### src/rtl/ssd_scan_ctrl_if.sv
// Write-side bus from the keypad/menu FSM into ssd_scan_ctrl.
// Handshake: no ready; every cycle with wr_en=1 is one accepted character, clr=1 wins over wr_en.
interface ssd_scan_ctrl_if;
  logic       wr_en;
  logic [2:0] wr_row;
  logic [2:0] wr_col;
  logic       wr_alpha;
  logic       wr_r_c;
  logic       clr;

  modport master (output wr_en, wr_row, wr_col, wr_alpha, wr_r_c, clr);
  modport slave  (input  wr_en, wr_row, wr_col, wr_alpha, wr_r_c, clr);
endinterface

### src/rtl/ssd_scan_ctrl.sv
// N-digit calculator-style 7-segment buffer with time-multiplexed scan output.
// Optional cursor blink on slot 0 is enabled by defining SSD_SCAN_BLINK_EN.
module ssd_scan_ctrl #(
  parameter int N_DIGITS = 4,
  parameter int CLK_DIV  = 50000
`ifdef SSD_SCAN_BLINK_EN
  , parameter int BLINK_DIV = 256
`endif
) (
  input  logic                            clk,
  input  logic                            rst,
  ssd_scan_ctrl_if.slave                  wr,
  output logic [N_DIGITS-1:0]             an,
  output logic [6:0]                      ssd,
  output logic [$clog2(N_DIGITS+1)-1:0]   count,
  output logic                            full
);

  localparam int PSC_W = $clog2(CLK_DIV);
  localparam int IDX_W = $clog2(N_DIGITS);
  localparam int CNT_W = $clog2(N_DIGITS+1);
  localparam logic [6:0] BLANK = 7'b1111111;
  localparam logic [6:0] DASH  = 7'b1111110;
  localparam logic [N_DIGITS-1:0] AN_ONE = {{(N_DIGITS-1){1'b0}}, 1'b1};

  function automatic logic [6:0] decode(input logic alpha, input logic r_c,
                                        input logic [2:0] row, input logic [2:0] col);
    logic [6:0] pat;
    logic [2:0] digit;
    pat   = DASH;
    digit = r_c ? row : col;
    if (alpha) begin
      // Octal literal digits are {row, col}.
      case ({row, col})
        6'o11: pat = 7'b0001000;
        6'o12: pat = 7'b1100000;
        6'o13: pat = 7'b0110001;
        6'o14: pat = 7'b1000010;
        6'o15: pat = 7'b0110000;
        6'o21: pat = 7'b0111000;
        6'o22: pat = 7'b0100000;
        6'o23: pat = 7'b1001000;
        6'o24: pat = 7'b1001111;
        6'o32: pat = 7'b1110001;
        6'o34: pat = 7'b1101010;
        6'o35: pat = 7'b0000001;
        6'o41: pat = 7'b0011000;
        6'o43: pat = 7'b1111010;
        6'o44: pat = 7'b0100100;
        6'o45: pat = 7'b1110000;
        default: pat = DASH;
      endcase
    end else begin
      case (digit)
        3'd1: pat = 7'b1001111;
        3'd2: pat = 7'b0010010;
        3'd3: pat = 7'b0000110;
        3'd4: pat = 7'b1001100;
        3'd5: pat = 7'b0100100;
        default: pat = DASH;
      endcase
    end
    return pat;
  endfunction

  logic [PSC_W-1:0]             psc_q, psc_d;
  logic [IDX_W-1:0]             idx_q, idx_d;
  logic [N_DIGITS-1:0][6:0]     slot_q, slot_d;
  logic [CNT_W-1:0]             count_q, count_d;
  logic                         full_q, full_d;
  logic [N_DIGITS-1:0]          an_q, an_d;
  logic [6:0]                   ssd_q, ssd_d;
  logic                         tick;

`ifdef SSD_SCAN_BLINK_EN
  localparam int BCNT_W = (BLINK_DIV > 1) ? $clog2(BLINK_DIV) : 1;
  logic              blink_q, blink_d;
  logic [BCNT_W-1:0] bcnt_q, bcnt_d;
`endif

  always_comb begin
    tick  = (psc_q == PSC_W'(CLK_DIV-1));
    psc_d = tick ? '0 : psc_q + PSC_W'(1);
    idx_d = idx_q;
    if (tick) idx_d = (idx_q == IDX_W'(N_DIGITS-1)) ? '0 : idx_q + IDX_W'(1);

    slot_d  = slot_q;
    count_d = count_q;
    if (wr.clr) begin
      slot_d  = {N_DIGITS{BLANK}};
      count_d = '0;
    end else if (wr.wr_en) begin
      slot_d  = {slot_q[N_DIGITS-2:0], decode(wr.wr_alpha, wr.wr_r_c, wr.wr_row, wr.wr_col)};
      if (count_q != CNT_W'(N_DIGITS)) count_d = count_q + CNT_W'(1);
    end
    full_d = (count_d == CNT_W'(N_DIGITS));

    // Pins follow the current index/buffer one cycle later.
    an_d  = ~(AN_ONE << idx_q);
    ssd_d = slot_q[idx_q];

`ifdef SSD_SCAN_BLINK_EN
    blink_d = blink_q;
    bcnt_d  = bcnt_q;
    if (wr.clr || wr.wr_en) begin
      blink_d = 1'b1;
      bcnt_d  = '0;
    end else if (tick) begin
      if (bcnt_q == BCNT_W'(BLINK_DIV-1)) begin
        bcnt_d  = '0;
        blink_d = ~blink_q;
      end else begin
        bcnt_d = bcnt_q + BCNT_W'(1);
      end
    end
    if (!blink_q && (count_q != '0) && (idx_q == '0)) ssd_d = BLANK;
`endif
  end

  always_ff @(posedge clk) begin
    if (rst) begin
      psc_q   <= '0;
      idx_q   <= '0;
      slot_q  <= {N_DIGITS{BLANK}};
      count_q <= '0;
      full_q  <= 1'b0;
      an_q    <= '1;
      ssd_q   <= BLANK;
`ifdef SSD_SCAN_BLINK_EN
      blink_q <= 1'b1;
      bcnt_q  <= '0;
`endif
    end else begin
      psc_q   <= psc_d;
      idx_q   <= idx_d;
      slot_q  <= slot_d;
      count_q <= count_d;
      full_q  <= full_d;
      an_q    <= an_d;
      ssd_q   <= ssd_d;
`ifdef SSD_SCAN_BLINK_EN
      blink_q <= blink_d;
      bcnt_q  <= bcnt_d;
`endif
    end
  end

  assign an    = an_q;
  assign ssd   = ssd_q;
  assign count = count_q;
  assign full  = full_q;

endmodule

### src/flat_wrapper.sv
// flat-port wrapper written by rule: the top's interface ports become plain ports
module ssd_scan_ctrl_flat 
#(
  parameter int N_DIGITS = 4,
  parameter int CLK_DIV  = 50000

)
  (clk, rst, an, ssd, count, full, wr_wr_en, wr_wr_row, wr_wr_col, wr_wr_alpha, wr_wr_r_c, wr_clr);
  ssd_scan_ctrl_if wr_i ();
  input  logic clk;
  input  logic rst;
  output logic [N_DIGITS-1:0] an;
  output logic [6:0] ssd;
  output logic [$clog2(N_DIGITS+1)-1:0] count;
  output logic full;
  input wire logic [$bits(wr_i.wr_en)-1:0] wr_wr_en;
  input wire logic [$bits(wr_i.wr_row)-1:0] wr_wr_row;
  input wire logic [$bits(wr_i.wr_col)-1:0] wr_wr_col;
  input wire logic [$bits(wr_i.wr_alpha)-1:0] wr_wr_alpha;
  input wire logic [$bits(wr_i.wr_r_c)-1:0] wr_wr_r_c;
  input wire logic [$bits(wr_i.clr)-1:0] wr_clr;
  assign wr_i.wr_en = wr_wr_en;
  assign wr_i.wr_row = wr_wr_row;
  assign wr_i.wr_col = wr_wr_col;
  assign wr_i.wr_alpha = wr_wr_alpha;
  assign wr_i.wr_r_c = wr_wr_r_c;
  assign wr_i.clr = wr_clr;
  ssd_scan_ctrl #(.N_DIGITS(N_DIGITS), .CLK_DIV(CLK_DIV)) u_core (.clk(clk), .rst(rst), .wr(wr_i), .an(an), .ssd(ssd), .count(count), .full(full));
endmodule
### config.mk
export PLATFORM = sky130hd
export DESIGN_NAME = ssd_scan_ctrl_flat
export DESIGN_NICKNAME = d
export VERILOG_FILES = /design/src/rtl/ssd_scan_ctrl_if.sv /design/src/rtl/ssd_scan_ctrl.sv /design/src/flat_wrapper.sv
export SDC_FILE = /design/constraint.sdc
export NUM_CORES = 1
export LEC_CHECK = 0
export ABC_CLOCK_PERIOD_IN_PS = 3300
export CORE_MARGIN = 2
export CORE_UTILIZATION = 62
export CTS_CLUSTER_DIAMETER = 30
export DETAILED_ROUTE_END_ITERATION = 16
export GPL_TIMING_DRIVEN = 0
export MAX_ROUTING_LAYER = met4
export PLACE_DENSITY = 0.85
export REMOVE_ABC_BUFFERS = 1
export SLEW_MARGIN = 5
export SYNTH_ARGS = -nofsm -noshare
export SYNTH_HDL_FRONTEND = slang
export SYNTH_SLANG_ARGS = --single-unit
### constraint.sdc
create_clock -name clk -period 3.3 [get_ports clk]
set_input_delay 0.66 -clock clk [delete_from_list [all_inputs] [get_ports clk]]
set_output_delay 0.66 -clock clk [all_outputs]
set_load 0.05 [all_outputs]
### Word level (Yosys, flattened, before mapping)

Memory sizes are Yosys's and may differ from the RTL's.
Cells that the tools add are included.

* bits in registers: 61
* latch bits: 0
* memory bits (writable): 0
* memory bits (read-only): 448
* output and inout port bits: 15
* logic and storage cells: 37
* memories: 1

Memory list
* (name not given): depth 64, width 7, rd ports 1, clocked after memory_dff 0, wr ports 0, RTL line ssd_scan_ctrl.sv:34 `case ({row, col})`

* add/subtract/negate cells: 3
* multiply operators: 0
* div/mod/pow operators: 0
* order comparisons: 1
* eq/ne operators: 9
* shift operators: 1
* muxes and demuxes: 9
* bitwise operators: 1
* reductions and logical operators: 2

Operators with widths (number)
* 7-bit case mux with 5 select lines: 1
* 16-bit by 1-bit adder with 16-bit output, second input constant: 1
* 16-bit == test, second input constant: 1
* 7-bit binary-select mux with 2-bit select: 1
* 7-bit 2-to-1 mux: 2
* 3-bit 2-to-1 mux: 4
* 3-bit == test, second input constant: 3
* 3-bit by 2-bit == test with 1-bit output, second input constant: 2
* 4-bit NOT: 1
* 2-bit OR reduction: 2
* 1-bit by 2-bit << shifter with 4-bit output, first input constant: 1
* 3-bit by 1-bit adder with 3-bit output, second input constant: 1
* 3-bit by 1-bit == test with 1-bit output, second input constant: 1
* 2-bit by 3-bit < comparator with 1-bit output, second input constant: 1
* 3-bit inequality test, second input constant: 1
* 2-bit by 1-bit adder with 2-bit output, second input constant: 1
* 2-bit == test, second input constant: 1
* 2-bit 2-to-1 mux: 1

### Depth between registers and ports, before layout

Gate-level depths: netlist of run 1.

* word-level depth: 5
* depth in mapped cells: 7
* mapped depth without buffers: 6

### Worst setup path before layout of run 1

OpenSTA, ideal clock, no wires.

* path type: in2reg
* start point: in wr_wr_r_c
* end point: reg u_core.slot_q[5] (netlist name)
* data arrival time: 1904 ps
* required time: 3226 ps
* slack: 1322 ps
* stages on the path: 5
* path through: clkbuf_1 mux2_2 and3_1 o311a_1 a31oi_1

* cells in the longest elaborated chain, start to end: 4

RTL lines
* start, declared: RTL line flat_wrapper.sv:20 `input wire logic [$bits(wr_i.wr_r_c)-1:0] wr_wr_r_c;`
* 3-bit 2-to-1 mux (*): RTL line ssd_scan_ctrl.sv:31 `digit = r_c ? row : col;`
* 3-bit == test, or another cell as far along: RTL line ssd_scan_ctrl.sv:54 `case (digit)`
* 7-bit case mux with 5 select lines (*): RTL line ssd_scan_ctrl.sv:54
* 7-bit 2-to-1 mux (*): RTL line ssd_scan_ctrl.sv:32 `if (alpha) begin`
* end signal, assigned: RTL line ssd_scan_ctrl.sv:124 `slot_q <= {N_DIGITS{BLANK}};`
* end signal, assigned: RTL line ssd_scan_ctrl.sv:136 `slot_q <= slot_d;`
* end, declared: RTL line ssd_scan_ctrl.sv:68 `logic [N_DIGITS-1:0][6:0] slot_q, slot_d;`

Mark *: on every way between the ends. The rest lies on a longest branch, timed or not.
A chain may end at the register's enable or synchronous reset.

### Worst setup path after layout of run 1

* start point: in wr_wr_col[2]
* end point: reg u_core.slot_q[4] (netlist name)

* cells in the longest elaborated chain, start to end: 4

RTL lines
* start, declared: RTL line flat_wrapper.sv:18 `input wire logic [$bits(wr_i.wr_col)-1:0] wr_wr_col;`
* branches (longest 3 deep; another with memory read 64 x 7 bit)
* 7-bit 2-to-1 mux (*): RTL line ssd_scan_ctrl.sv:32

Mark *: on every way between the ends.

==> metrics, run 1 <==
crit start category=primary input; internal power=1250 uW; Initial Util=64.4%; Slew Limit Fails=0; kind of critical path=in2reg; Hold WS=0.477 ns; finished layout cell area=0.00355 mm^2; leak pwr=around 0.0013 uW; first-pass GRT wire length=10.0 mm; 1st-pass router iterations=4; clk sink count=61; Period minus WS final=2.59 ns; total power=1630 uW; Worst slew margin=27.9%; RSZ-0062 raised after global routing=false; global placer's final weighted congestion=between 0.8 and 0.9; postcts setup bufs=0; main flop type after synthesis=dfxtp_1; arrival time worst endpoint=2.83 ns; combinational power share=9.6%; hold_buf cts=0; clock share of power=43.8%; cell with the most instances after synthesis=dfxtp_1; synthesis-to-finish area growth=15.8%; YS warnings=0; I/O Buffers=26; CTS tree=done; core area=0.00475 mm^2; 1st-iter DRT viols=142; Layout Skew=0.00472 ns; register area share after synthesis=39.9%; total track usage=25.0%; Pwr per Cell Area=458 mW/mm^2; part of the power in registers=approximately 47%; vias in the first global route=2,162; Worst Tran Pin Value=1.08 ns; worst path cell trace=clkdlybuf4s50_1 > ha_1 > nor2b_1 > a311oi_1 > o311ai_0 > a311o_1; slowest cell on the critical path=clkdlybuf4s50_1; Synth Cell Area=0.00306 mm^2; Routed WL=~6 mm; proportion of layout cells with a drive suffix above 1=12.3%; Max VDD drop=0.000602 V; synthesized area per cell=between 9 and 10 um^2; per-cell routed wire length=about 14 um; final period utilization=78.6%; Worst Path Required=3.53 ns; most instantiated cells after synthesis=dfxtp_1 (61), nand2_1 (32), mux2i_1 (27); DRC violations left=0; Placed Area=0.00333 mm^2; IO Pins=27; Post-synth EDFFs=0; CTS buffer count=9; HPWL Detailed=between 4 and 5 mm; post-layout util=roughly 75%; Gate Count Post-Synth=approximately 330; asr flop ratio synth=0%; max incr delay on CP=1.00 ns; NumNets Final=371; share of the synthesized area in the top cell type=39.9%; worst min path class=reg2reg; Sw Share=23.0%; die area=0.00552 mm^2; global route overflow=0; Clock Latency Late Sink=0.34 ns; largest net degree at the start of global routing=38; Max Cap Viol=0; Final setup viols=0; Switch Pwr=375 uW; die extent in y=around 74 um; initial antenna violation count=0; row count=25; clock transition at the registers of the reported paths=0.07 ns; DIE WIDTH=74.3 um; status=completed; cts repair resizes=0; worst-path maximum fanout=23; final count of hold timing violations=0; maximum clock insertion buffer count=2; Synth Register Bits=between 60 and 70; DR vias=around 2,400; Netlist cell types=53; Via density=5.81; Synth area leader=dfxtp_1; Synth area leaders=dfxtp_1 (40%), mux2i_1 (8.8%), mux4_2 (5.1%); Diodes inserted=0; Root Buffer=clkbuf_8; htree depth=3; Fmax=0.385 GHz; CP Capture Type=register; Post-DRT Antenna Nets=0
==> registers in the layout, summed over array words and instances (netlist names) <==
signal,cells
u_core.idx_q,2
u_core.slot_q,28
u_core.ssd,7
u_core.psc_q,16
u_core.count,3
u_core.full,1
u_core.an,4
==> cells by family (layout without fill, tap and decap cells) <==
group / after synthesis / count (layout) / synth area share (%)
xor+xnor: 13 / 13 / 3.72
buf+inv: 33 / 55 / 4.37
fa+ha+maj: 12 / 12 / 4.90
compound gates: 47 / 47 / 11.0
simple gates: 125 / 125 / 20.7
flops: 61 / 61 / 39.9
mux: 38 / 38 / 15.4
==> power groups by stage <==
stage | clock network, uW | logic (uW) | registers, uW
detailed placement | 0 | 154 | 773
finish | 712 | 157 | 757
global placement | 0 | 152 | 772
CTS | 724 | 156 | 757
global route | 760 | 171 | 758
floorplan | 0 | 78.3 | 784
==> cell usage in the layout (no fill, tap or decap), drive strengths merged, types with 3 or more instances in the layout <==
cell,count
a31oi,4
nand2,32
nand3,12
nand2b,7
mux2i,27
mux2,4
nor4,4
mux4,7
xnor2,7
dfxtp,61
nand4,4
clkinv,3
nor3,11
xor2,6
clkdlybuf4s50,25
and3,3
or2,11
clkbuf,10
or4,4
nor2b,5
o21ai,7
a21oi,9
nor2,26
ha,12
a21boi,3
inv,13
==> final cells by class <==
class,count,area [um^2]
clock buffer,10,138
clock inverter,5,75.1
fill,356,1210
inverter,13,48.8
multi-input combinational,235,1710
sequential,61,1220
tap,67,83.8
timing repair buffer,27,270
==> critical path: cells and delay by family <==
kind	cells	cell delay, ns
adder cells (fa/ha/maj)	1	0.30
AO/OA/AOI/OAI	3	0.80
AND/OR/NAND/NOR	1	0.05
buffers and inverters	1	1.00
==> stage by stage <==
| step | cells | TNS [ns] | worst slack (ns) |
|---|---|---|---|
| finish | 418 | 0 | 0.705 |
| detailed placement | 403 | 0 | 0.399 |
| global placement | 402 | -0.0536 | -0.0536 |
| floorplan | 309 | 0 | 1.37 |
| CTS | 418 | 0 | 0.766 |
| global route | 418 | 0 | 0.636 |
==> worst paths after layout <==
| kind | start | end | slack [ns] | cells past startpoint |
|---|---|---|---|---|
| worst max-delay path | wr_wr_col[2] | u_core.slot_q[4] | 0.71 | 6 |
| worst min-delay path | u_core.psc_q[0] | u_core.psc_q[0] | 0.48 | 1 |
| worst max register to register | u_core.psc_q[0] | u_core.psc_q[8] | 1.00 | 5 |
| worst min register to register | u_core.psc_q[0] | u_core.psc_q[0] | 0.48 | 1 |
==> per-layer routing <==
layer | up-vias | part of all wire (%) | track usage (%)
met5 | - | 0 | -
met3 | 10 | 4.8 | 8.13
li1 | 1207 | - | -
met1 | 1161 | 46 | 31.8
met4 | 0 | 1.2 | 7.74
met2 | 50 | 47 | 38.0
No activity file was read; power rests on OpenSTA's default activity.
==> run 2, diff against run 1 <==
ABC_CLOCK_PERIOD_IN_PS = 2400   (was 3300)
CORE_UTILIZATION = 57   (was 62)
PLACE_DENSITY = 0.79   (was 0.85)
clock period = 2.4 ns   (was 3.3 ns; I/O delays follow)
==> metrics, run 2 (synthesized netlist as in run 1, its figures left out) <==
CP Capture Type=register; clk sink count=61; Via density=5.74; CTS buffer count=9; combinational power share=9.9%; NumNets Final=371; reg-to-reg endpoint=u_core.psc_q[8]; clock transition at the registers of the reported paths=~0.070 ns; slowest cell on the critical path=clkdlybuf4s50_1; Worst Tran Pin Value=0.863 ns; reg-to-reg critical path startpoint=u_core.psc_q[0]; worst-path maximum fanout=7; arrival time worst endpoint=2.38 ns; core area=0.00514 mm^2; CTS tree=done; Switch Pwr=~540 uW; leak pwr=roughly 0.0013 uW; TNS Setup=0 ns; FF-to-FF path depth=5; Root Buffer=clkbuf_8; max incr delay on CP=around 0.52 ns; proportion of layout cells with a drive suffix above 1=13.4%; Max VDD drop=~0.00043 V; DRC violations left=0; worst min path class=reg2reg; htree depth=3; Post-DRT Antenna Nets=0; die area=0.00598 mm^2; Sw Share=between 20% and 30%; first-pass GRT wire length=10.2 mm; final count of hold timing violations=0; Fmax=approximately 0.46 GHz; maximum clock insertion buffer count=2; status=completed; RSZ-0062 raised after global routing=false; largest net degree at the start of global routing=38; Pwr per Cell Area=about 600 mW/mm^2; clock share of power=between 40% and 50%; 1st-iter DRT viols=172; Max Cap Viol=0; per-cell routed wire length=roughly 14 um; reg2reg setup slack=0.47 ns; Period minus WS final=2.16 ns; most frequent cells in the layout=dfxtp_1 (61), nand2_1 (32), mux2i_1 (27); 1st-pass router iterations=5; WHS Endpoint=u_core.slot_q[23]; internal power=1620 uW; Slew Limit Fails=0; I/O Buffers=26; hold_buf cts=0; total track usage=21.6%; commonest non-fill, non-tap cell in the layout=dfxtp_1; hold_sp=u_core.slot_q[23]; Worst Path Required=2.62 ns; kind of critical path=in2reg; Final setup viols=0; Layout Skew=0.00908 ns; Worst slew margin=42.5%; crit start category=primary input; IO Pins=27; initial antenna violation count=0; total power=about 2200 uW; Biggest register=u_core.slot_q; Routed WL=5.76 mm; global placer's final weighted congestion=0.867; vias in the first global route=2,306; final period utilization=89.9%; global route overflow=0; worst path cell trace=clkdlybuf4s50_1 > inv_1 > ha_2 > nand2_1 > a311oi_1 > o311ai_0 > a311o_1; row count=26; Clock Latency Late Sink=roughly 0.33 ns; DIE WIDTH=77.3 um; Initial Util=between 50% and 60%; synthesis-to-finish area growth=15.8%; part of the power in registers=between 40 and 50%; die extent in y=77.3 um; HPWL Detailed=3.96 mm; DR vias=roughly 2,400; Hold WS=0.474 ns; Diodes inserted=0; max FFs per register=28; WHS Path Cells=2
## run 2: through the flow
step | worst slack [ns] | util [%] | instance area, um^2 | std cells
final | 0.241 | 69.0 | 3550 | 422
after CTS | 0.0556 | 68.8 | 3540 | 422
after detailed placement | -0.286 | 64.9 | 3340 | 406
after global routing | 0.0554 | 69.0 | 3550 | 422
after global placement | -0.773 | 64.7 | 3330 | 405
after floorplan | 0.536 | - | 2980 | 309
## run 2: worst max-delay path: cells and delay by family
kind	cells	cell delay, ns
buffers and inverters	2	0.66
adders and majority gates	1	0.26
and+or+nand+nor	1	0.13
AOI/OAI and AO/OA	3	0.84
## run 2: power groups by stage
stage	combinational (uW)	clock [uW]	sequential, uW
floorplan	108	0	1080
global placement	208	0	1060
detailed placement	210	0	1060
CTS	212	918	1040
global route	235	962	1040
finish	214	909	1040
## run 2: cell type report
cell class,instances,area [um^2]
Clock buffer,10,138
Clock inverter,6,61.3
Fill cell,433,1590
Tap cell,70,87.6
Timing Repair Buffer,27,275
Sequential cell,61,1220
Inverter,13,48.8
Multi-Input combinational cell,235,1720
## run 2: worst max path at each step
stage                     slack, ns            start               end
final                          0.24     wr_wr_col[0]  u_core.slot_q[4]
after global routing           0.06     wr_wr_col[0]  u_core.slot_q[4]
after CTS                      0.06     wr_wr_col[2]  u_core.slot_q[4]
after detailed placement      -0.29     wr_wr_col[2]  u_core.slot_q[4]
after global placement        -0.77         wr_wr_en       u_core.full
after floorplan                0.54  u_core.count[0]       u_core.full
## run 2: layer usage
layer / track usage, % / vias to the layer above / wire [um]
met5: - / - / 0
met4: 8.57 / 0 / 95
met3: 4.35 / 11 / 209
met2: 33.0 / 49 / 2590
met1: 28.2 / 1152 / 2870
li1: - / 1210 / -
## run 2: timing repair
item | 4_1_cts | 5_1_grt
resized for setup | 0 | 5
buffers inserted | 0 | 0
setup endpoints to repair | 0 | 17
==> run 3, diff against run 2 <==
RECOVER_POWER = 100   (was not set)
==> metrics, run 3 (synthesized netlist as in run 1, its figures left out) <==
DIE WIDTH=77.3 um; Diodes inserted=0; Fmax=0.464 GHz; I/O Buffers=26; NumNets Final=371; final period utilization=89.9%; worst min path class=reg2reg; worst path cell trace=clkdlybuf4s50_1 > inv_1 > ha_2 > nand2_1 > a311oi_1 > o311ai_0 > a311o_1; Worst slew margin=between 30% and 40%; Routed WL=5.70 mm; placed cell count=406; CTS buffer count=9; FF-to-FF path depth=5; worst-path maximum fanout=7; htree depth=3; reg2reg setup slack=0.47 ns; slowest cell on the critical path=clkdlybuf4s50_1; final count of hold timing violations=0; 1st-pass router iterations=4; Sw Share=24.7%; HPWL Detailed=between 3 and 4 mm; Post-DRT Antenna Nets=0; Final Non-Filler Cells=422; status=completed; largest net degree at the start of global routing=38; clock transition at the registers of the reported paths=0.07 ns; Initial Util=59.6%; part of the power in registers=48.3%; global placer's final weighted congestion=around 0.87; DP Worst Slack=-0.286 ns; clk sink count=61; hold_sp=u_core.slot_q[23]; die extent in y=77.3 um; Filler cells=434; WHS Endpoint=u_core.slot_q[23]; total track usage=between 20% and 30%; Setup WS post-layout=approximately 0.24 ns; reg-to-reg critical path startpoint=u_core.psc_q[0]; combinational power share=around a tenth; Root Buffer=clkbuf_8; arrival time worst endpoint=around 2.4 ns; per-cell routed wire length=13.5 um; WHS Path Cells=2; finished layout cell area=0.00355 mm^2; proportion of layout cells with a drive suffix above 1=12.8%; DR vias=~2,400; vias in the first global route=between 2,000 and 2,500; DRC violations left=0; crit start category=primary input; Layout Skew=0.00699 ns; IO Pins=27; total power=2150 uW; Switch Pwr=532 uW; postcts setup bufs=0; commonest non-fill, non-tap cell in the layout=dfxtp_1; Biggest register=u_core.slot_q; Top delay family on crit path=compound AO/OA/AOI/OAI gates; most frequent cells in the layout=dfxtp_1 (61), nand2_1 (32), mux2i_1 (27); core area=0.00514 mm^2; Worst Path Required=2.62 ns; first-pass GRT wire length=10.2 mm; Worst Tran Pin Value=0.957 ns; maximum clock insertion buffer count=2; max incr delay on CP=0.52 ns; cts repair resizes=0; Max VDD drop=0.000429 V; max FFs per register=28; Final setup viols=0; Slew Limit Fails=0; RSZ-0062 raised after global routing=false; kind of critical path=in2reg; Max Cap Viol=0; Clock Latency Late Sink=0.33 ns; internal power=1620 uW; row count=26; hold_buf cts=0; Period minus WS final=about 2.2 ns; clock share of power=42.0%; Placed Area=around 0.0033 mm^2; Hold WS=0.473 ns; reg-to-reg endpoint=u_core.psc_q[8]; leak pwr=0.00130 uW; global route overflow=0; CP Capture Type=register; initial antenna violation count=0; Via density=5.69; CTS tree=done; die area=0.00598 mm^2; 1st-iter DRT viols=164; synthesis-to-finish area growth=15.8%; Buffers & Inverters on Critical Path=2; Pwr per Cell Area=a little over 600 mW/mm^2
[run 3: changes by cell type in the layout (fill, tap and decap cells not counted), sizes merged]
| cell | before | now |
|---|---|---|
| clkbuf | 10 | 11 |
| buf | 2 | 1 |
| clkdlybuf4s50 | 23 | 7 |
| dlygate4sd3 | 0 | 16 |
[run 3: cell type report]
class / instances / area, um^2 / share of cell area [%]
Timing Repair Buffer: 27 / 275 / 7.76
Multi-Input combinational cell: 235 / 1710 / 48.3
Clock buffer: 10 / 138 / 3.88
Sequential cell: 61 / 1220 / 34.4
Tap cell: 70 / 87.6 / 2.47
Clock inverter: 6 / 61.3 / 1.73
Inverter: 13 / 48.8 / 1.38
[run 3: worst max path at each step]
stage	depth (start not counted)	to	slack, ns	from
2_1_floorplan	5	u_core.full	0.54	u_core.count[0]
3_3_place_gp	4	u_core.full	-0.77	wr_wr_en
3_5_place_dp	6	u_core.slot_q[4]	-0.29	wr_wr_col[2]
4_1_cts	6	u_core.slot_q[4]	0.06	wr_wr_col[2]
5_1_grt	7	u_core.slot_q[4]	0.06	wr_wr_col[0]
6_report	7	u_core.slot_q[4]	0.24	wr_wr_col[0]
[run 3: tightest hold or removal path: stages, from the launching register on]
cell	delay, ns
dfxtp_1	0.33
mux2i_1	0.06
nand2_1	0.06
[run 3: power by group through the flow]
| stage | clock network (uW) | logic, uW | registers (uW) |
|---|---|---|---|
| after CTS | 918 | 212 | 1040 |
| final | 904 | 210 | 1040 |
| after floorplan | 0 | 108 | 1080 |
| after detailed placement | 0 | 210 | 1060 |
| after global routing | 962 | 233 | 1040 |
| after global placement | 0 | 208 | 1060 |
[run 3: metrics by stage]
step / TNS (ns) / utilization (%)
3_3_place_gp: -13.11 / 64.7
3_5_place_dp: -1.26 / 64.9
2_1_floorplan: 0 / -
4_1_cts: 0 / 68.8
5_1_grt: 0 / 69.0
6_report: 0 / 69.0
[run 3: routing by layer]
| layer | global-route usage [%] | wire length (um) | up-vias |
|---|---|---|---|
| met1 | 28.2 | 2790 | 1133 |
| met4 | 8.57 | 79 | 0 |
| met3 | 4.35 | 233 | 8 |
| met5 | - | 0 | - |
| met2 | 33.0 | 2590 | 50 |
| li1 | - | - | 1212 |
